## src/rtl/brq_pkg.sv

```systemverilog
// Shared types and constants for the branch resolve queue.
// Optional statistics counters are enabled with the BRQ_STATS_EN macro.
package brq_pkg;

  localparam int          DEPTH_DEFAULT     = 4;
  localparam logic [31:0] DELAY_SLOT_OFFSET = 32'd8;

  typedef struct packed {
    logic        taken;
    logic [31:0] addr;
    logic [31:0] target;
  } brq_entry_t;

  typedef enum logic {
    ST_RUN   = 1'b0,
    ST_FLUSH = 1'b1
  } brq_state_e;

endpackage

```

## src/rtl/brq_fifo.sv

```systemverilog
// Program-order storage for predicted branches: push, pop, clear and occupancy count.
// Clear has priority over a same-cycle push or pop.
module brq_fifo
  import brq_pkg::*;
#(
  parameter int DEPTH = DEPTH_DEFAULT
) (
  input  logic                         CLK,
  input  logic                         RESET,
  input  logic                         push_i,
  input  logic                         pop_i,
  input  logic                         clear_i,
  input  brq_entry_t                   wdata_i,
  output brq_entry_t                   rdata_o,
  output logic [$clog2(DEPTH+1)-1:0]   count_o,
  output logic                         full_o,
  output logic                         empty_o
);

  localparam int CW = $clog2(DEPTH + 1);
  localparam int PW = $clog2(DEPTH);

  brq_entry_t    mem_q [DEPTH];
  logic [PW-1:0] wptr_q, rptr_q;
  logic [CW-1:0] count_q;

  // NOTE: sequential state uses non-blocking assignments so every flop samples pre-edge values.
  always_ff @(posedge CLK) begin
    if (RESET || clear_i) begin
      wptr_q  <= '0;
      rptr_q  <= '0;
      count_q <= '0;
    end else begin
      if (push_i) wptr_q <= wptr_q + PW'(1);
      if (pop_i)  rptr_q <= rptr_q + PW'(1);
      case ({push_i, pop_i})
        2'b10:   count_q <= count_q + CW'(1);
        2'b01:   count_q <= count_q - CW'(1);
        default: ;
      endcase
    end
  end

  // NOTE: the entry array is deliberately not reset; only pointers and count define validity.
  always_ff @(posedge CLK) begin
    if (push_i && !clear_i) mem_q[wptr_q] <= wdata_i;
  end

  assign rdata_o = mem_q[rptr_q];
  assign count_o = count_q;
  assign full_o  = (count_q == CW'(DEPTH));
  assign empty_o = (count_q == '0);

endmodule

```

## src/rtl/branch_resolve_queue.sv

```systemverilog
// Tracks in-flight predicted branches, checks them against execute outcomes and pulses Flush on a mispredict.
// Define BRQ_STATS_EN to enable the Branch_count / Mispredict_count counters.
module branch_resolve_queue
  import brq_pkg::*;
#(
  parameter int DEPTH = DEPTH_DEFAULT
) (
  input  logic                       CLK,
  input  logic                       RESET,
  input  logic                       Pred_valid,
  input  logic                       Pred_taken,
  input  logic [31:0]                Pred_addr,
  input  logic [31:0]                Pred_target,
  output logic                       Pred_ready,
  input  logic                       Res_valid,
  input  logic                       Res_taken,
  input  logic [31:0]                Res_target,
  output logic                       Flush,
  output logic [31:0]                Redirect_addr,
  output logic                       Empty,
  output logic [$clog2(DEPTH+1)-1:0] Count,
  output logic [31:0]                Branch_count,
  output logic [31:0]                Mispredict_count
);

  brq_state_e  state_q;
  logic        flush_q;
  logic [31:0] redirect_q, redirect_d;
  brq_entry_t  head, new_entry;
  logic        run, full, push, resolve, mispredict;

  assign run        = (state_q == ST_RUN);
  assign Pred_ready = run && !full;
  assign push       = Pred_valid && Pred_ready;
  assign resolve    = Res_valid && run && !Empty;
  assign mispredict = resolve &&
                      ((Res_taken != head.taken) || (Res_taken && (Res_target != head.target)));
  assign redirect_d = Res_taken ? Res_target : head.addr + DELAY_SLOT_OFFSET;
  assign new_entry  = '{taken: Pred_taken, addr: Pred_addr, target: Pred_target};

  // A mispredict empties the queue, dropping any push offered in the same cycle.
  brq_fifo #(.DEPTH(DEPTH)) u_fifo (
    .CLK     (CLK),
    .RESET   (RESET),
    .push_i  (push),
    .pop_i   (resolve),
    .clear_i (mispredict),
    .wdata_i (new_entry),
    .rdata_o (head),
    .count_o (Count),
    .full_o  (full),
    .empty_o (Empty)
  );

  always_ff @(posedge CLK) begin
    if (RESET) begin
      state_q    <= ST_RUN;
      flush_q    <= 1'b0;
      redirect_q <= '0;
    end else begin
      case (state_q)
        ST_RUN: begin
          if (mispredict) begin
            state_q    <= ST_FLUSH;
            flush_q    <= 1'b1;
            redirect_q <= redirect_d;
          end
        end
        ST_FLUSH: begin
          state_q <= ST_RUN;
          flush_q <= 1'b0;
        end
      endcase
    end
  end

  assign Flush         = flush_q;
  assign Redirect_addr = redirect_q;

`ifdef BRQ_STATS_EN
  logic [31:0] branch_cnt_q, mispredict_cnt_q;

  always_ff @(posedge CLK) begin
    if (RESET) begin
      branch_cnt_q     <= '0;
      mispredict_cnt_q <= '0;
    end else begin
      if (resolve)    branch_cnt_q     <= branch_cnt_q + 32'd1;
      if (mispredict) mispredict_cnt_q <= mispredict_cnt_q + 32'd1;
    end
  end

  assign Branch_count     = branch_cnt_q;
  assign Mispredict_count = mispredict_cnt_q;
`else
  assign Branch_count     = '0;
  assign Mispredict_count = '0;
`endif

endmodule

```

## config.mk

```make
export PLATFORM = sky130hd
export DESIGN_NAME = branch_resolve_queue
export DESIGN_NICKNAME = d
export VERILOG_FILES = /design/src/rtl/brq_pkg.sv /design/src/rtl/brq_fifo.sv /design/src/rtl/branch_resolve_queue.sv
export SDC_FILE = /design/constraint.sdc
export NUM_CORES = 1
export LEC_CHECK = 0
export CAP_MARGIN = 10
export CORE_MARGIN = 5
export CORE_UTILIZATION = 30
export CTS_CLUSTER_DIAMETER = 50
export CTS_CLUSTER_SIZE = 40
export DETAILED_ROUTE_END_ITERATION = 8
export GPL_ROUTABILITY_DRIVEN = 0
export GPL_TIMING_DRIVEN = 0
export PLACE_DENSITY = 0.59
export SKIP_LAST_GASP = 1
export SLEW_MARGIN = 20
export SYNTH_ARGS = -nofsm -noshare
export SYNTH_HDL_FRONTEND = slang
export SYNTH_SLANG_ARGS = --single-unit
```

## constraint.sdc

```tcl
create_clock -name CLK -period 6.1 [get_ports CLK]
set_input_delay 1.22 -clock CLK [delete_from_list [all_inputs] [get_ports CLK]]
set_output_delay 1.22 -clock CLK [all_outputs]
set_load 0.05 [all_outputs]
```

==> impl_metrics.csv, run 1 <==
group,metric,value,unit
route,routed_wl,35600,um
timing,min_period,4.49,ns
critical_path,critPathSlowestCell,"buf_1",
route,vias_per_cell,4.64,
critical_path,path_cells,"buf_2, buf_1, mux4_2, xnor2_1, nand4_1, nor3_1, nand4_1, nand2_1, and3_4, buf_12",
critical_path,end_kind,"flop",
pwr,p_sw,2.38,mW
grt,grt_pass1_vias,8048,
die,die_h,220,um
finish,seq_area,8670,um2
yosys,synth_edf_count,260,
yosys,yosysTopAreaCell,"edfxtp_1",
route,drt-initial-drc-count,509,
yosys,synth_flop_cell,"edfxtp_1",
clock_network,clkLatencyLatePin,0.58,ns
yosys,syn_avg_cell_area,15.4,um2
timing,period_share,0.735,
yosys,ys_types,57,
yosys,async_flop_share,0,
die,dieWidth,220,um
finish,layout-drive-gt1-share,0.181,
timing,hold_ws,0.482,ns
grt,grt_start_max_net_pins,43,
timing,slew_headroom,0.336,
yosys,synth_area_leaders,"edfxtp_1 (59%), mux4_2 (9.0%), dfxtp_1 (6.5%)",
critical_path,cp_slowest_stage_delay,0.67,ns
critical_path,critical_path_class,"reg -> reg",
timing,hold_violations,0,
clock_network,cts.sinks,303,
yosys,yosysWarnings,0,
clock_network,post_cts_buffers,0,
finish,fin_util,0.380,
grt,antenna_found_initial,7,
timing,setup_viol,0,
clock_network,cts-buffers-inserted,29,
clock_network,cts_tree,"yes",
clock_network,clkTransAtPathRegs,0.07,ns
die,ios,204,
pwr,combinationalPowerShare,0.333,
die,dieArea,48500,um2
pwr,ir_drop,0.248,mV
critical_path,worstPathRequired,6.34,ns
clock_network,clockBufferDepth,3,
route,first_pass_iters,5,
yosys,synthCells,861,
timing,clock_skew,0.0239,ns
job,cap_viol_max_count,0,
die,rows,77,
pwr,p_int,4.47,mW
timing,clock.fmax,223,MHz
clock_network,clock-root-buffer,"clkbuf_16",
grt,grt_pass1_wl,51700,um
finish,area_delta_synth_final,26.1,%
clock_network,postCtsHoldBufs,0,
yosys,ys_seq_area_frac,0.654,
route,detail-route-antenna-nets,0,
timing,drv_slew,0,
route,route.detailed.drc,0,
pwr,p_sw_frac,0.347,
pwr,p_total,6.85,mW
grt,grtUsageTotal,0.142,
yosys,synth-seq-cells,303,
clock_network,cts_resized,0,
pwr,clkPwrFrac,0.262,
finish,fillers,4149,
timing,worst_slew_pin_slew,0.994,ns
grt,grt_overflow,0,
timing,rsz0062_at_grt,"no",
critical_path,worstPathMaxFanout,33,
yosys,syn_area,13300,um2
placed_design,place_hpwl,26900,um
critical_path,startpoint_type,"flop",
yosys,yosys.area.top_type_share,0.589,
clock_network,htree_levels,1,
route,post_drt_wl_per_cell,20.7,um
hold_path,holdCritPathClass,"reg -> reg",
finish,multi_input_area,4020,um2
critical_path,critical_path.most_common_cell,"nand4_1",
route,routed-via-count,7975,
die,initial_utilization,0.302,
pwr,power_density,410,nW/um2
run_status,outcome,"finished, final reports clean",
critical_path,arrival,4.73,ns
die,core-area,43900,um2
finish,final_net_count,1206,
placed_design,port_buffers,138,
pwr,leakage,5.57,nW
pwr,p_seq_frac,0.405,
[routing by layer]
layer | global-route usage | share of wire | up-vias
met3 | 0.0453 | 0.093 | 61
li1 | - | - | 3676
met1 | 0.182 | 0.41 | 3916
met2 | 0.233 | 0.46 | 320
met5 | 0 | 0.00031 | -
met4 | 0.0391 | 0.032 | 2
[metrics by stage]
step	worst slack, ns	instance area (um2)	setup TNS [ns]	std cells
floorplan	1.70	13500	0	924
detailed placement	1.38	15700	0	1658
global route	1.43	16700	0	1712
finish	1.61	16700	0	1717
global placement	-0.705	15600	-173.14	1654
CTS	1.60	16700	0	1712
[cell usage in the layout (no fill, tap or decap), types with 5 or more instances in the layout]
master           instances
edfxtp_1               260
clkdlybuf4s50_1        138
buf_4                   69
conb_1                  64
mux4_2                  53
dfxtp_1                 43
xnor2_1                 36
mux2i_1                 33
a21oi_1                 29
clkbuf_16               29
nand2b_1                28
inv_1                   25
nand2_1                 23
clkbuf_1                22
nor2_1                  21
o21ai_0                 21
xor2_1                  18
nor3_1                  17
o21ai_1                 17
nand3_1                 16
o2111ai_1               15
buf_2                   10
nand4_1                 10
nor4_1                   9
nor2b_1                  7
a311oi_1                 6
ha_1                     6
clkinv_4                 6
diode_2                  5
o31ai_1                  5
[power by group through the flow]
stage               clock [mW]  sequential (mW)  combinational [mW]
detailed placement           0             2.83                2.30
floorplan                    0             2.99                1.35
finish                    1.79             2.78                2.28
global placement             0             2.85                2.24
CTS                       1.83             2.78                2.31
global route              1.91             2.81                2.44
[registers in the layout (all words and copies together) (netlist names), named ones only]
| name | flops |
|---|---|
| u_fifo.mem_q | 260 |
| Redirect_addr | 32 |
| u_fifo.count_o | 3 |
| u_fifo.rptr_q | 2 |
| u_fifo.wptr_q | 2 |
| Flush | 1 |
| state_q | 1 |
[cell usage after synthesis, drive strengths merged (4+ instances only)]
| library cell | number |
|---|---|
| nor2b | 7 |
| clkbuf | 21 |
| buf | 86 |
| xor2 | 18 |
| nor2 | 21 |
| nand2b | 28 |
| edfxtp | 260 |
| ha | 6 |
| a21oi | 29 |
| o31ai | 5 |
| mux2 | 4 |
| a211oi | 4 |
| mux4 | 53 |
| mux2i | 33 |
| or2 | 4 |
| inv | 25 |
| o2111ai | 15 |
| a311oi | 6 |
| o21ai | 38 |
| nand4 | 11 |
| nand2 | 23 |
| and3 | 7 |
| xnor2 | 36 |
| nor3 | 17 |
| dfxtp | 43 |
| nor4 | 10 |
| nand3 | 16 |
[cells by family (layout without fill, tap and decap cells)]
group           after synthesis  after routing  synth area share
fa+ha+maj                     7              7           0.00718
flops                       303            303             0.654
mux                          90             90             0.118
compound gates              117            117            0.0566
xor+xnor                     54             54            0.0357
simple gates                157            157            0.0661
buf+inv                     132            328            0.0617
other cells                   1             69          0.000283
[cell type report]
type | count | share of cell area
diodes | 5 | 0.000749
plain buffers | 107 | 0.0433
clock buffers | 30 | 0.0437
clock inverters | 24 | 0.0141
inverters | 25 | 0.00562
multi-input cells | 489 | 0.241
flip-flops and latches | 303 | 0.519
well taps | 592 | 0.0443
repair buffers | 142 | 0.0888
[worst max-delay path, delay by kind of cell (launching register included)]
kind / cells / cell delay (ns)
buf+inv: 3 / 1.19
flops: 1 / 0.30
mux: 1 / 0.43
simple gates: 5 / 2.01
xor+xnor: 1 / 0.14
[worst paths after layout]
| path | startpoint | endpoint | slack [ns] | depth (start not counted) |
|---|---|---|---|---|
| setup / recovery | flop | u_fifo.mem_q[2][59]$_DFFE_PP_ | 1.61 | 10 |
| hold / removal | Flush$_SDFFE_PP0P_ | Flush$_SDFFE_PP0P_ | 0.48 | 2 |
| setup reg to reg | flop | u_fifo.mem_q[2][59]$_DFFE_PP_ | 1.61 | 10 |
| hold reg to reg | Flush$_SDFFE_PP0P_ | Flush$_SDFFE_PP0P_ | 0.48 | 2 |
Note: power is estimated with default switching activity, not from simulation.
==> run 2: changes to the inputs <==
==> constraint.sdc (replaced) <==
create_clock -name CLK -period 4.2 [get_ports CLK]
set_input_delay 0.84 -clock CLK [delete_from_list [all_inputs] [get_ports CLK]]
set_output_delay 0.84 -clock CLK [all_outputs]
set_load 0.05 [all_outputs]
==> run 2 against run 1 <==
Against the previous run:
- core utilization increased by 0.26 points
- design area is 0.68% higher
- flip-flop and latch count is the same
- clock-buffer cell count increased by 2
- largest cell class unchanged
- die area unchanged
- critical endpoint is now u_fifo.mem_q[0][32]$_DFFE_PP_
- highest routed layer unchanged
==> impl_metrics.csv, run 2 (same netlist as run 1, synthesis figures left out) <==
group,metric,value,unit
route,wl_met3,2820,um
route,routed-wl-met2,16600,um
placed_design,port_buffers,138,
clock_network,cts_resized,3,
pwr,leakage,5.61,nW
route,routed_wl,35400,um
critical_path,rr_worst_depth,10,
timing,hold_violations,0,
die,dieWidth,220,um
route,vias_per_cell,4.63,
route,detail-route-antenna-nets,0,
critical_path,worstPathRequired,4.43,ns
grt,grt_overflow,0,
timing,period_share,0.955,
timing,clock_skew,0.0231,ns
clock_network,cts_tree,"yes",
route,routed-via-count,7944,
clock_network,cts-buffers-inserted,31,
critical_path,critical_path_class,"reg -> reg",
route,m1WireLength,15100,um
critical_path,end_kind,"flop",
die,core-area,43900,um2
clock_network,postCtsHoldBufs,0,
grt,antenna_found_initial,8,
timing,clock.fmax,249,MHz
die,die_h,220,um
timing,worst_slew_pin_slew,0.912,ns
hold_path,min_from,"Redirect_addr[12]$_SDFFE_PP0P_",
route,drt-initial-drc-count,570,
timing,rsz0062_at_grt,"no",
finish,layout_common_cells,"edfxtp_1 (260), clkdlybuf4s50_1 (138), buf_4 (69)",
timing,slew_headroom,0.391,
finish,area_delta_synth_final,27.0,%
timing,min_period,4.01,ns
clock_network,clock-root-buffer,"clkbuf_16",
pwr,ir_drop,0.320,mV
critical_path,arrival,4.24,ns
grt,grtUsageTotal,0.142,
grt,grt_pass1_wl,51300,um
job,cap_viol_max_count,0,
die,dieArea,48500,um2
finish,largest_reg_flops,260,
finish,top_register,"u_fifo.mem_q",
hold_path,whs_path_depth,2,
timing,drv_slew,0,
critical_path,worstPathMaxFanout,40,
die,rows,77,
clock_network,clockBufferDepth,3,
finish,layout-drive-gt1-share,0.187,
placed_design,place_hpwl,26600,um
clock_network,htree_levels,1,
finish,final_net_count,1208,
finish,final_common_cell,"edfxtp_1",
timing,hold_ws,0.475,ns
grt,grt_start_max_net_pins,42,
die,initial_utilization,0.302,
clock_network,clkTransAtPathRegs,0.07,ns
route,post_drt_wl_per_cell,20.6,um
clock_network,post_cts_buffers,0,
finish,fin_util,0.383,
route,highest_layer,"met5",
die,ios,204,
grt,grt_pass1_vias,7933,
pwr,power_density,602,nW/um2
run_status,outcome,"finished, final reports clean",
timing,setup_viol,0,
critical_path,startpoint_type,"flop",
hold_path,holdCritPathClass,"reg -> reg",
route,first_pass_iters,7,
route,route.detailed.drc,0,
clock_network,clkLatencyLatePin,0.56,ns
clock_network,cts.sinks,303,
[run 2: per-layer routing]
metal | vias up | GRT usage
li1 | 3686 | -
met1 | 3883 | 0.191
met2 | 308 | 0.231
met3 | 55 | 0.0365
met4 | 12 | 0.0337
met5 | - | 0
[run 2: per-stage QoR]
step	instance area, um2	power [mW]	setup slack [ns]	TNS, ns	std cells
floorplan	13500	6.28	0.521	0	924
global placement	15600	7.35	-0.980	-247.08	1654
detailed placement	15700	7.42	-0.280	-41.73	1658
CTS	16800	10.2	0.173	0	1715
global route	16800	10.6	0.0139	0	1715
finish	16800	10.1	0.190	0	1717
[run 2: cell type report]
type | count | area [um2]
Buffer | 107 | 731
Timing Repair Buffer | 142 | 1490
Clock buffer | 32 | 779
Antenna cell | 2 | 5.00
Sequential cell | 303 | 8670
Clock inverter | 25 | 287
Multi-Input combinational cell | 489 | 4030
Fill cell | 4122 | 27100
Inverter | 25 | 93.8
Tap cell | 592 | 741
[run 2: power breakdown]
part | switching (mW) | total, mW | internal, mW
logic | 2.02 | 3.31 | 1.29
registers | 0.196 | 4.03 | 3.83
clock network | 1.30 | 2.79 | 1.49
[run 2: path summary, 6_finish.rpt]
kind         slack (ns)                        endpoint
min reg2reg        0.48  Redirect_addr[12]$_SDFFE_PP0P_
max                0.19   u_fifo.mem_q[0][32]$_DFFE_PP_
max reg2reg        0.19   u_fifo.mem_q[0][32]$_DFFE_PP_
min                0.48  Redirect_addr[12]$_SDFFE_PP0P_
[run 2: critical path, stage by stage (launching register included)]
cell and delay (ns):
dfxtp_1 0.30, buf_2 0.24, buf_2 0.39, mux4_2 0.42, xnor2_1 0.21, o31ai_1 0.12, nor4_1 0.42, nand4_1 0.36
nand2_1 0.33, and3_4 0.53, buf_16 0.28
==> run 3: changes to the inputs <==
--- a/config.mk
+++ b/config.mk
@@ -6,7 +6,7 @@
 export NUM_CORES = 1
 export LEC_CHECK = 0
 export CAP_MARGIN = 10
-export CORE_MARGIN = 5
+export CORE_MARGIN = 1.5
 export CORE_UTILIZATION = 30
 export CTS_CLUSTER_DIAMETER = 50
 export CTS_CLUSTER_SIZE = 40
@@ -14,6 +14,7 @@
 export GPL_ROUTABILITY_DRIVEN = 0
 export GPL_TIMING_DRIVEN = 0
 export PLACE_DENSITY = 0.59
+export REMOVE_ABC_BUFFERS = 1
 export SKIP_LAST_GASP = 1
 export SLEW_MARGIN = 20
 export SYNTH_ARGS = -nofsm -noshare
==> run 3 against run 2 <==
Against the previous run:
- hold slack got worse by 0.0098 ns
- via count fell by 3.7%
- register-to-register slack improved by 0.11 ns
- critical path depth rose by 1
- global-route usage rose by 1.1 points
- power rose by 1.2%
- clock-buffer cell count rose by 4
- core utilization fell by 0.33 points
- clock skew fell by 0.0099 ns
- clock power rose by 5%
- critical path type unchanged
- highest routed layer unchanged
==> impl_metrics.csv, run 3 (same netlist as run 1, synthesis figures left out) <==
group,metric,value,unit
run_status,outcome,"finished, final reports clean",
route,route.detailed.drc,0,
pwr,power_density,623,nW/um2
die,core-area,43400,um2
grt,grt_pass1_wl,49900,um
finish,antenna_cells,0,
clock_network,cts-buffers-inserted,31,
placed_design,place_area,15200,um2
finish,largest_reg_flops,260,
route,drt-initial-drc-count,561,
clock_network,cts_tree,"yes",
placed_design,port_buffers,139,
placed_design,pre_cts_ws,-1.15,ns
clock_network,htree_levels,1,
critical_path,startpoint_type,"flop",
timing,fin_ws,0.298,ns
finish,layout-drive-gt1-share,0.144,
finish,layout_common_cells,"edfxtp_1 (260), clkdlybuf4s50_1 (137), conb_1 (64)",
hold_path,holdCritPathClass,"reg -> reg",
route,vias_per_cell,4.73,
timing,period_share,0.929,
finish,seq_area,8680,um2
die,dieArea,45400,um2
grt,grtUsageTotal,0.152,
clock_network,clock-root-buffer,"clkbuf_16",
clock_network,clkTransAtPathRegs,0.06,ns
finish,fillers,4102,
finish,top_register,"u_fifo.mem_q",
finish,design_area,16500,um2
route,routed-via-count,7650,
timing,worst_slew_pin_slew,0.909,ns
timing,min_period,3.90,ns
die,ios,204,
finish,area_delta_synth_final,24.2,%
timing,rsz0062_at_grt,"no",
die,die_h,213,um
grt,grt_overflow,0,
finish,final_common_cell,"edfxtp_1",
route,post_drt_wl_per_cell,21.3,um
die,rows,76,
grt,antenna_found_initial,2,
route,routed_wl,34500,um
clock_network,clockBufferDepth,3,
hold_path,min_from,"Redirect_addr[24]$_SDFFE_PP0P_",
die,dieWidth,213,um
job,cap_viol_max_count,0,
finish,multi_input_area,4130,um2
finish,final_net_count,1119,
route,detail-route-antenna-nets,0,
placed_design,place_hpwl,22500,um
grt,grt_pass1_vias,7569,
critical_path,arrival,4.15,ns
timing,hold_violations,0,
clock_network,clkLatencyLatePin,0.57,ns
critical_path,end_kind,"flop",
grt,grt_start_max_net_pins,66,
die,initial_utilization,0.306,
clock_network,cts.sinks,303,
critical_path,worstPathMaxFanout,34,
route,first_pass_iters,5,
timing,setup_viol,0,
timing,clock.fmax,256,MHz
pwr,leakage,5.31,nW
critical_path,worstPathRequired,4.45,ns
critical_path,critical_path_class,"reg -> reg",
pwr,ir_drop,0.363,mV
timing,drv_slew,0,
timing,slew_headroom,0.393,
timing,clock_skew,0.0132,ns
[run 3: path summary, 6_finish.rpt]
| path | endpoint | depth (start not counted) | slack [ns] |
|---|---|---|---|
| setup / recovery | u_fifo.mem_q[2][36]$_DFFE_PP_ | 11 | 0.30 |
| hold / removal | Redirect_addr[24]$_SDFFE_PP0P_ | 2 | 0.47 |
| setup reg to reg | u_fifo.mem_q[2][36]$_DFFE_PP_ | 11 | 0.30 |
| hold reg to reg | Redirect_addr[24]$_SDFFE_PP0P_ | 2 | 0.47 |
[run 3: metal layers]
layer	GRT usage	up-vias	wire length (um)
met5	0	-	25
li1	-	3494	-
met4	0.0330	4	707
met2	0.245	258	16000
met1	0.211	3844	15700
met3	0.0322	50	2010
[run 3: power breakdown]
part	internal [mW]	switching, mW	total [mW]	leakage (nW)
clock	1.66	1.27	2.93	0.530
sequential	3.83	0.203	4.03	2.73
combinational	1.30	1.99	3.29	2.05
total	6.79	3.46	10.3	5.31
[run 3: critical path: stages, from the launching register on]
cell and delay, ns:
dfxtp_4 0.51, buf_16 0.27, mux4_2 0.55, xnor2_1 0.22, nand4_1 0.18, nor3_4 0.42
nand4_1 0.24, buf_6 0.22, buf_6 0.17, nand2_8 0.18, and3_4 0.26, buf_12 0.23
[run 3: layout make-up]
| class | instances | share of cell area |
|---|---|---|
| flip-flops and latches | 303 | 0.527 |
| multi-input cells | 493 | 0.251 |
| repair buffers | 156 | 0.106 |
| clock buffers | 36 | 0.0483 |
| well taps | 585 | 0.0445 |
| clock inverters | 21 | 0.0179 |
| inverters | 25 | 0.00570 |
[run 3: repair_timing]
item,4_1_cts,5_1_grt
setup buffers,4,0
resized for setup,7,4
gates cloned,4,0
setup endpoints to repair,270,260
pin swaps,4,0
hold buffers,0,0
[run 3: stage by stage]
stage,hold slack [ns],cells,util,power (mW),TNS (ns)
detailed placement,0.460,1554,0.351,7.31,-260.09
CTS,0.470,1619,0.379,10.4,0
global placement,0.458,1541,0.343,7.23,-2239.21
finish,0.465,1619,0.380,10.3,0
floorplan,0.509,817,-,6.18,-853.74
global route,0.483,1619,0.380,10.7,0
